$ cat config.mk
export PLATFORM = sky130hd
export DESIGN_NAME = barrel_shift_sequencer
export DESIGN_NICKNAME = d
export VERILOG_FILES = /design/src/rtl/barrel_shift_sequencer.sv
export SDC_FILE = /design/constraint.sdc
export NUM_CORES = 1
export LEC_CHECK = 0
export ABC_AREA = 1
export BUFFER_PORTS_ARGS = -buffer_cell sky130_fd_sc_hd__clkbuf_2
export CELL_PAD_IN_SITES_DETAIL_PLACEMENT = 0
export CELL_PAD_IN_SITES_GLOBAL_PLACEMENT = 1
export CORE_MARGIN = 5
export CORE_UTILIZATION = 30
export CTS_CLUSTER_DIAMETER = 40
export DETAILED_ROUTE_END_ITERATION = 6
export PLACE_DENSITY = 0.65
export SLEW_MARGIN = 20
export SYNTH_ARGS = -nofsm -noshare
export SYNTH_HDL_FRONTEND = slang
export SYNTH_SLANG_ARGS = --single-unit
$ cat constraint.sdc
create_clock -name clk -period 3.07 [get_ports clk]
set_input_delay 0.614 -clock clk [delete_from_list [all_inputs] [get_ports clk]]
set_output_delay 0.614 -clock clk [all_outputs]
set_load 0.05 [all_outputs]
$ cat src/rtl/barrel_shift_sequencer.sv
// Multi-cycle shift controller iterating a 4-bit logical barrel shifter over a wide shift amount.
// Optional macro SEQ_FASTPATH_EN: amounts >= 4 skip iteration and complete with a zero result.

module barrel_shifter_4bit (
  input  logic [3:0] A,
  input  logic [1:0] sel,
  input  logic       dir,
  output logic [3:0] out
);
  always_comb begin
    out = dir ? (A >> sel) : (A << sel);
  end
endmodule

// state | meaning
// IDLE  | ready for a command, accumulator holds the last result
// SHIFT | applying up to STEP_MAX bits per cycle until rem reaches zero
// DONE  | result presented, waiting for out_ready
module barrel_shift_sequencer #(
  parameter int AMT_W    = 4,
  parameter int STEP_MAX = 3
) (
  input  logic             clk,
  input  logic             rst_n,
  input  logic             in_valid,
  output logic             in_ready,
  input  logic [3:0]       in_data,
  input  logic [AMT_W-1:0] in_amt,
  input  logic             in_dir,
  output logic             out_valid,
  input  logic             out_ready,
  output logic [3:0]       out_data,
  output logic             busy
);

  if (STEP_MAX < 1 || STEP_MAX > 3) begin : g_bad_step
    $error("barrel_shift_sequencer: STEP_MAX must be 1..3");
  end
  if (AMT_W < 2) begin : g_bad_amt
    $error("barrel_shift_sequencer: AMT_W must be at least 2");
  end

  typedef enum logic [1:0] {
    IDLE  = 2'd0,
    SHIFT = 2'd1,
    DONE  = 2'd2
  } state_t;

  localparam logic [AMT_W-1:0] STEP_L = AMT_W'(STEP_MAX);

  state_t           state_q, state_d;
  logic [3:0]       acc_q, acc_d;
  logic [AMT_W-1:0] rem_q, rem_d;
  logic             dir_q, dir_d;
  logic [AMT_W-1:0] step;
  logic [3:0]       shf_out;
  logic             accept;

  assign accept = in_valid && (state_q == IDLE);

  // step never exceeds rem, so rem - step cannot wrap
  always_comb begin
    step = (rem_q < STEP_L) ? rem_q : STEP_L;
  end

  barrel_shifter_4bit u_shifter (
    .A   (acc_q),
    .sel (step[1:0]),
    .dir (dir_q),
    .out (shf_out)
  );

  always_ff @(posedge clk or negedge rst_n) begin
    if (!rst_n) begin
      state_q <= IDLE;
      acc_q   <= 4'd0;
      rem_q   <= '0;
      dir_q   <= 1'b0;
    end else begin
      state_q <= state_d;
      acc_q   <= acc_d;
      rem_q   <= rem_d;
      dir_q   <= dir_d;
    end
  end

  always_comb begin
    state_d = state_q;
    acc_d   = acc_q;
    rem_d   = rem_q;
    dir_d   = dir_q;
    case (state_q)
      IDLE: begin
        if (accept) begin
          dir_d = in_dir;
`ifdef SEQ_FASTPATH_EN
          if (in_amt > AMT_W'(3)) begin
            acc_d   = 4'd0;
            rem_d   = '0;
            state_d = DONE;
          end else begin
            acc_d   = in_data;
            rem_d   = in_amt;
            state_d = SHIFT;
          end
`else
          acc_d   = in_data;
          rem_d   = in_amt;
          state_d = SHIFT;
`endif
        end
      end
      SHIFT: begin
        acc_d = shf_out;
        rem_d = rem_q - step;
        // rem == 0 gives step == 0, so this also covers the zero-amount case
        if (rem_q == step) begin
          state_d = DONE;
        end
      end
      DONE: begin
        if (out_ready) begin
          state_d = IDLE;
        end
      end
      default: state_d = IDLE;
    endcase
  end

  always_comb begin
    in_ready  = (state_q == IDLE);
    out_valid = (state_q == DONE);
    busy      = (state_q != IDLE);
    out_data  = acc_q;
  end

endmodule

# Yosys cells after proc, flatten, opt, wreduce, memory -nomap -nowiden
# Cells that the tools add are included.
[word_totals]
register_bits = 11
latch_bits = 0
mem_bits_rw = 0
rom_bits = 0
out_inout_bits = 7
memories = 0
[classes]
add_sub_neg = 1
mul = 0
div_mod_pow = 0
order_cmp = 1
eq_ne = 6
n_shift = 2
n_mux = 10
bitwise = 0
n_reduce_logical = 7
[ops]
columns = ["op", "n"]
rows = [
  ["two-way mux 4 bit", 4],
  ["one-hot mux 4 bit (2 select lines)", 2],
  ["two-way mux 2 bit", 3],
  ["one-hot mux 2 bit (3 select lines)", 1],
  ["equality test 4 bit", 1],
  ["< comparator 4 x 2 -> 1 bit (second input constant)", 1],
  ["inequality test 2 x 1 -> 1 bit (second input constant)", 2],
  ["AND reduction 2 bit", 2],
  ["nonzero test 2 bit", 2],
  ["<< shifter 4 x 2 -> 4 bit", 1],
  [">> shifter 4 x 2 -> 4 bit", 1],
  ["subtractor 4 bit", 1],
  ["AND reduction 3 bit", 1],
  ["equality test 2 x 1 -> 1 bit (second input constant)", 1],
  ["equality test 2 bit (second input constant)", 1],
  ["zero test 2 bit", 1],
  ["inequality test 2 bit (second input constant)", 1],
  ["logical AND 1 bit", 1],
]

# Logic depth before layout (Yosys ltp)
[logic_depth]
ltp_word = 5
mapped_depth = 8
ltp_nobuf = 8

# Modules after synthesis
# A second synthesis with hierarchy kept.
[unflattened]
cells_unflattened = 120
hier_area_um2 = 759.5
[by_module_without_submodules]
columns = ["module", "instances", "cells_per_inst", "area_each_um2", "seq_area_each_um2"]
rows = [
  ["barrel_shift_sequencer", 1, 88, 616.8, 275.3],
  ["barrel_shifter_4bit", 1, 32, 142.6, 0.0],
]

# Worst setup path after synthesis
# No wires, ideal clock.
[synth_path]
kind = "reg-to-output"
from = "reg state_q[0]"
to = "out busy"
arrival_time_ns = 1.353
required_time_ns = 2.456
setup_slack_ns = 1.103
path_stages_with_launch = 3
cell_sequence = "dfrtp_1 > nor2_2 > inv_1"
[synth_via]
elab_chain_len = 1
[synth_rtl]
columns = ["element", "line", "text"]
rows = [
  ["start: declaration", "51", "state_t state_q, state_d;"],
  ["start signal: assignment", "80", "state_q <= state_d;"],
  ["nonzero test 2 bit", "133", "busy = (state_q != IDLE);"],
  ["end: declaration", "33", "output logic busy"],
]
# No other way between the ends.

# Worst setup path in the final report
[layout_path]
from = "reg state_q[0]"
to = "out in_ready"
[layout_via]
elab_chain_len = 1
[layout_rtl]
columns = ["element", "line", "text"]
rows = [
  ["zero test 2 bit", "131", "in_ready = (state_q == IDLE);"],
  ["end: declaration", "26", "output logic in_ready,"],
]
# No other way between the ends.

==> impl_results.md <==
- Diode count: 0
- Sequential element share of the synthesized area: 36.1%
- PD cells: 1200 mW/mm^2
- Maximum clock rate: 539 MHz
- CTS resizes: 0
- Root buf cell: clkbuf_4
- Post-DP Area: 887 um^2
- Global-route wire length before repair: 3.07 mm
- H-tree depth: 1
- Mean Syn Cell Area: 6.74 um^2
- Crit. End Element: output port
- Total gr overflow: 0
- CTS Buf Count: 3
- Fillers: 281
- Crit Reg-Reg Endpoint: out_data[3]
- Pin count of the biggest net entering global routing: 13
- RSZ-0062 raised after global routing: no
- Via/cell ratio: 4.44
- Syn_nets: 126
- Final Hold Fails: 0
- GRT Total Usage: 11.2%
- Fin area: 913 um^2
- Setup violators final: 0
- Simple-Gate Fraction of Synth Area: 40.7%
- Ranking of synthesized cells by area: dfrtp_1 (36%), nand2_1 (16%), nand3_1 (9.9%)
- Leakage: 0.513 nW
- Multiplexer area fraction after synthesis: 0%
- Initial antenna violation count: 0
- Mapped Cells: 113
- CTS Hold Bufs: 0
- Library cells used by synthesis: 21
- Crit-path max FO: 5
- CTS sink cnt: 11
- DRC violations left: 0
- Nets@finish: 149
- Synth Area in Adders: 0%
- Total power: 1.10 mW
- Fin Hold WS: 0.214 ns
- TritonCTS clock tree: built
- Comb pwr share: 65.0%
- Share of layout cells above drive strength 1: 28.9%
- Postcts setup bufs: 0
- Initial DRC count: 19
- Max VDD drop: 0.439 mV
- Vias: 732
- Worst-Margin Slew: 0.422 ns
- Switching share of power: 57.2%
- Slew Limit Fails: 0
- Clock power share: 8.8%
- Clock Latency Late Sink: 0.26 ns
- Rows: 18
- Max Cap Violations: 0
- Detailed Place HPWL: 1.46 mm
- Initial Utilization: 31.0%
- Synth area leader: dfrtp_1
- Post-synthesis cell area: 762 um^2
- R2R Path Start: rem_q[2]
- Worst Skew: 0.00734 ns
- Drt pass-1 iters: 4
- Pint: 0.470 mW
- Placer congestion estimate: 0.823
- Final WL: 1.74 mm
- Min-delay worst type: in -> async
- Register-to-register setup slack: 1.52 ns
- Outcome: completed
- Post-route setup TNS: 0 ns
- CP Launch Type: register
- Worst slew margin: 71.8%
- Syn. warnings: 0
- Synth Area in XOR/XNOR: 0%
- Post-route ant nets: 0
- Main combinational cell family by area after synthesis: simple AND/OR/NAND/NOR gates
- Area Overhead vs Synth: 19.9%
- Clock-pin slew on the worst setup and hold paths: 0.07 ns
- I/O Buffers: 19
- Crit share post-route: 60.4%
- Width of the chip: 60.4 um
- Synth Area in Compound Gates: 11.5%
- CTS max path bufs: 2
- Synth top area share: 36.1%
- Io pins: 20
- Crit Path Class: reg -> out
- Critical Path RT: 2.46 ns
- Crit path DAT: 1.24 ns
- Wirelength per Cell: 10.5 um
- Number of global-route vias before repair: 693
- Cells on worst reg2reg path: 6
- Final core utilization: 37.2%
- Register share of total power: 26.2%
- Min Tclk post-route: 1.86 ns
- Core area: 0.00245 mm^2
- Yosys reg bits: 11
- Switching power total: 0.627 mW
- Die area: 0.00365 mm^2
- Die H: 60.4 um
## worst max-delay path by stage
| stage | startpoint | end | cells past startpoint |
|---|---|---|---|
| 2_1_floorplan | state_q[0] | busy | 2 |
| 3_3_place_gp | state_q[0] | in_ready | 2 |
| 3_5_place_dp | state_q[0] | in_ready | 2 |
| 4_1_cts | state_q[0] | in_ready | 2 |
| 5_1_grt | state_q[1] | out_valid | 3 |
| 6_report | state_q[0] | in_ready | 2 |
## layer usage
layer	part of all wire, %	wire length [um]	up-vias	global-route usage (%)
li1	-	-	408	-
met1	50	867	314	15.0
met2	45	775	10	17.3
met3	5.4	93	0	5.11
met4	0	0	0	0.949
met5	0	0	-	0
## worst max-delay path, stage by stage, from the launching register on
cell	delay, ns
dfrtp_1	0.43
nor2_2	0.22
clkbuf_2	0.32
## cells by family (layout without fill, tap and decap cells)
kind of cell / after synthesis / in the layout
AO/OA/AOI/OAI: 13 / 13
buffers and inverters: 22 / 44
AND/OR/NAND/NOR: 67 / 67
flip-flops: 11 / 11
## cells in the final DEF, fill, tap and decap left out, types with 2 or more instances in the layout
cell type,netlist,layout
o22ai_1,2,2
nand2_1,32,32
nor2_2,4,4
clkbuf_4,0,3
clkbuf_2,0,19
o21ai_0,2,2
inv_1,16,16
dfrtp_1,11,11
a21oi_1,2,2
nor2_1,8,8
inv_2,3,3
nand4_1,4,4
nand2_2,2,2
nand3_1,15,15
o21ai_2,2,2
a21oi_2,2,2
clkinv_2,2,2
## synthesized netlist by cell type
library cell	number
nand2_2	2
o22ai_1	2
o21ai_1	1
nand2_4	1
dfrtp_1	11
nor2_4	1
a21o_1	1
nor2_2	4
a21oi_1	2
o21ai_2	2
nand4_1	4
a21oi_2	2
o21ai_0	2
buf_4	1
o211ai_1	1
inv_1	16
nand3_1	15
nand2_1	32
clkinv_2	2
inv_2	3
nor2_1	8
## state kept, by name, indices dropped and copies added (netlist names)
signal / flops
dir_q: 1
state_q: 2
out_data: 4
rem_q: 4
## metrics by stage
step                instances  worst slack [ns]
floorplan                 113              1.10
global route              165              1.14
global placement          161              1.50
detailed placement        161              1.49
CTS                       165              1.19
finish                    165              1.21
## area by class of cell
cell class	count	area [um^2]	share of cell area, %
clock buffers	4	26.3	2.88
multi-input cells	80	398	43.6
flip-flops and latches	11	275	30.1
inverters	21	81.3	8.90
well taps	30	37.5	4.11
repair buffers	19	95.1	10.4
## power by group through the flow
stage / registers, mW / clock network (mW) / logic, mW
after detailed placement: 0.290 / 0 / 0.721
after global placement: 0.291 / 0 / 0.724
final: 0.287 / 0.0962 / 0.713
after floorplan: 0.363 / 0 / 0.504
after CTS: 0.289 / 0.102 / 0.722
after global routing: 0.296 / 0.109 / 0.811
Note: power is estimated with default switching activity, not from simulation.
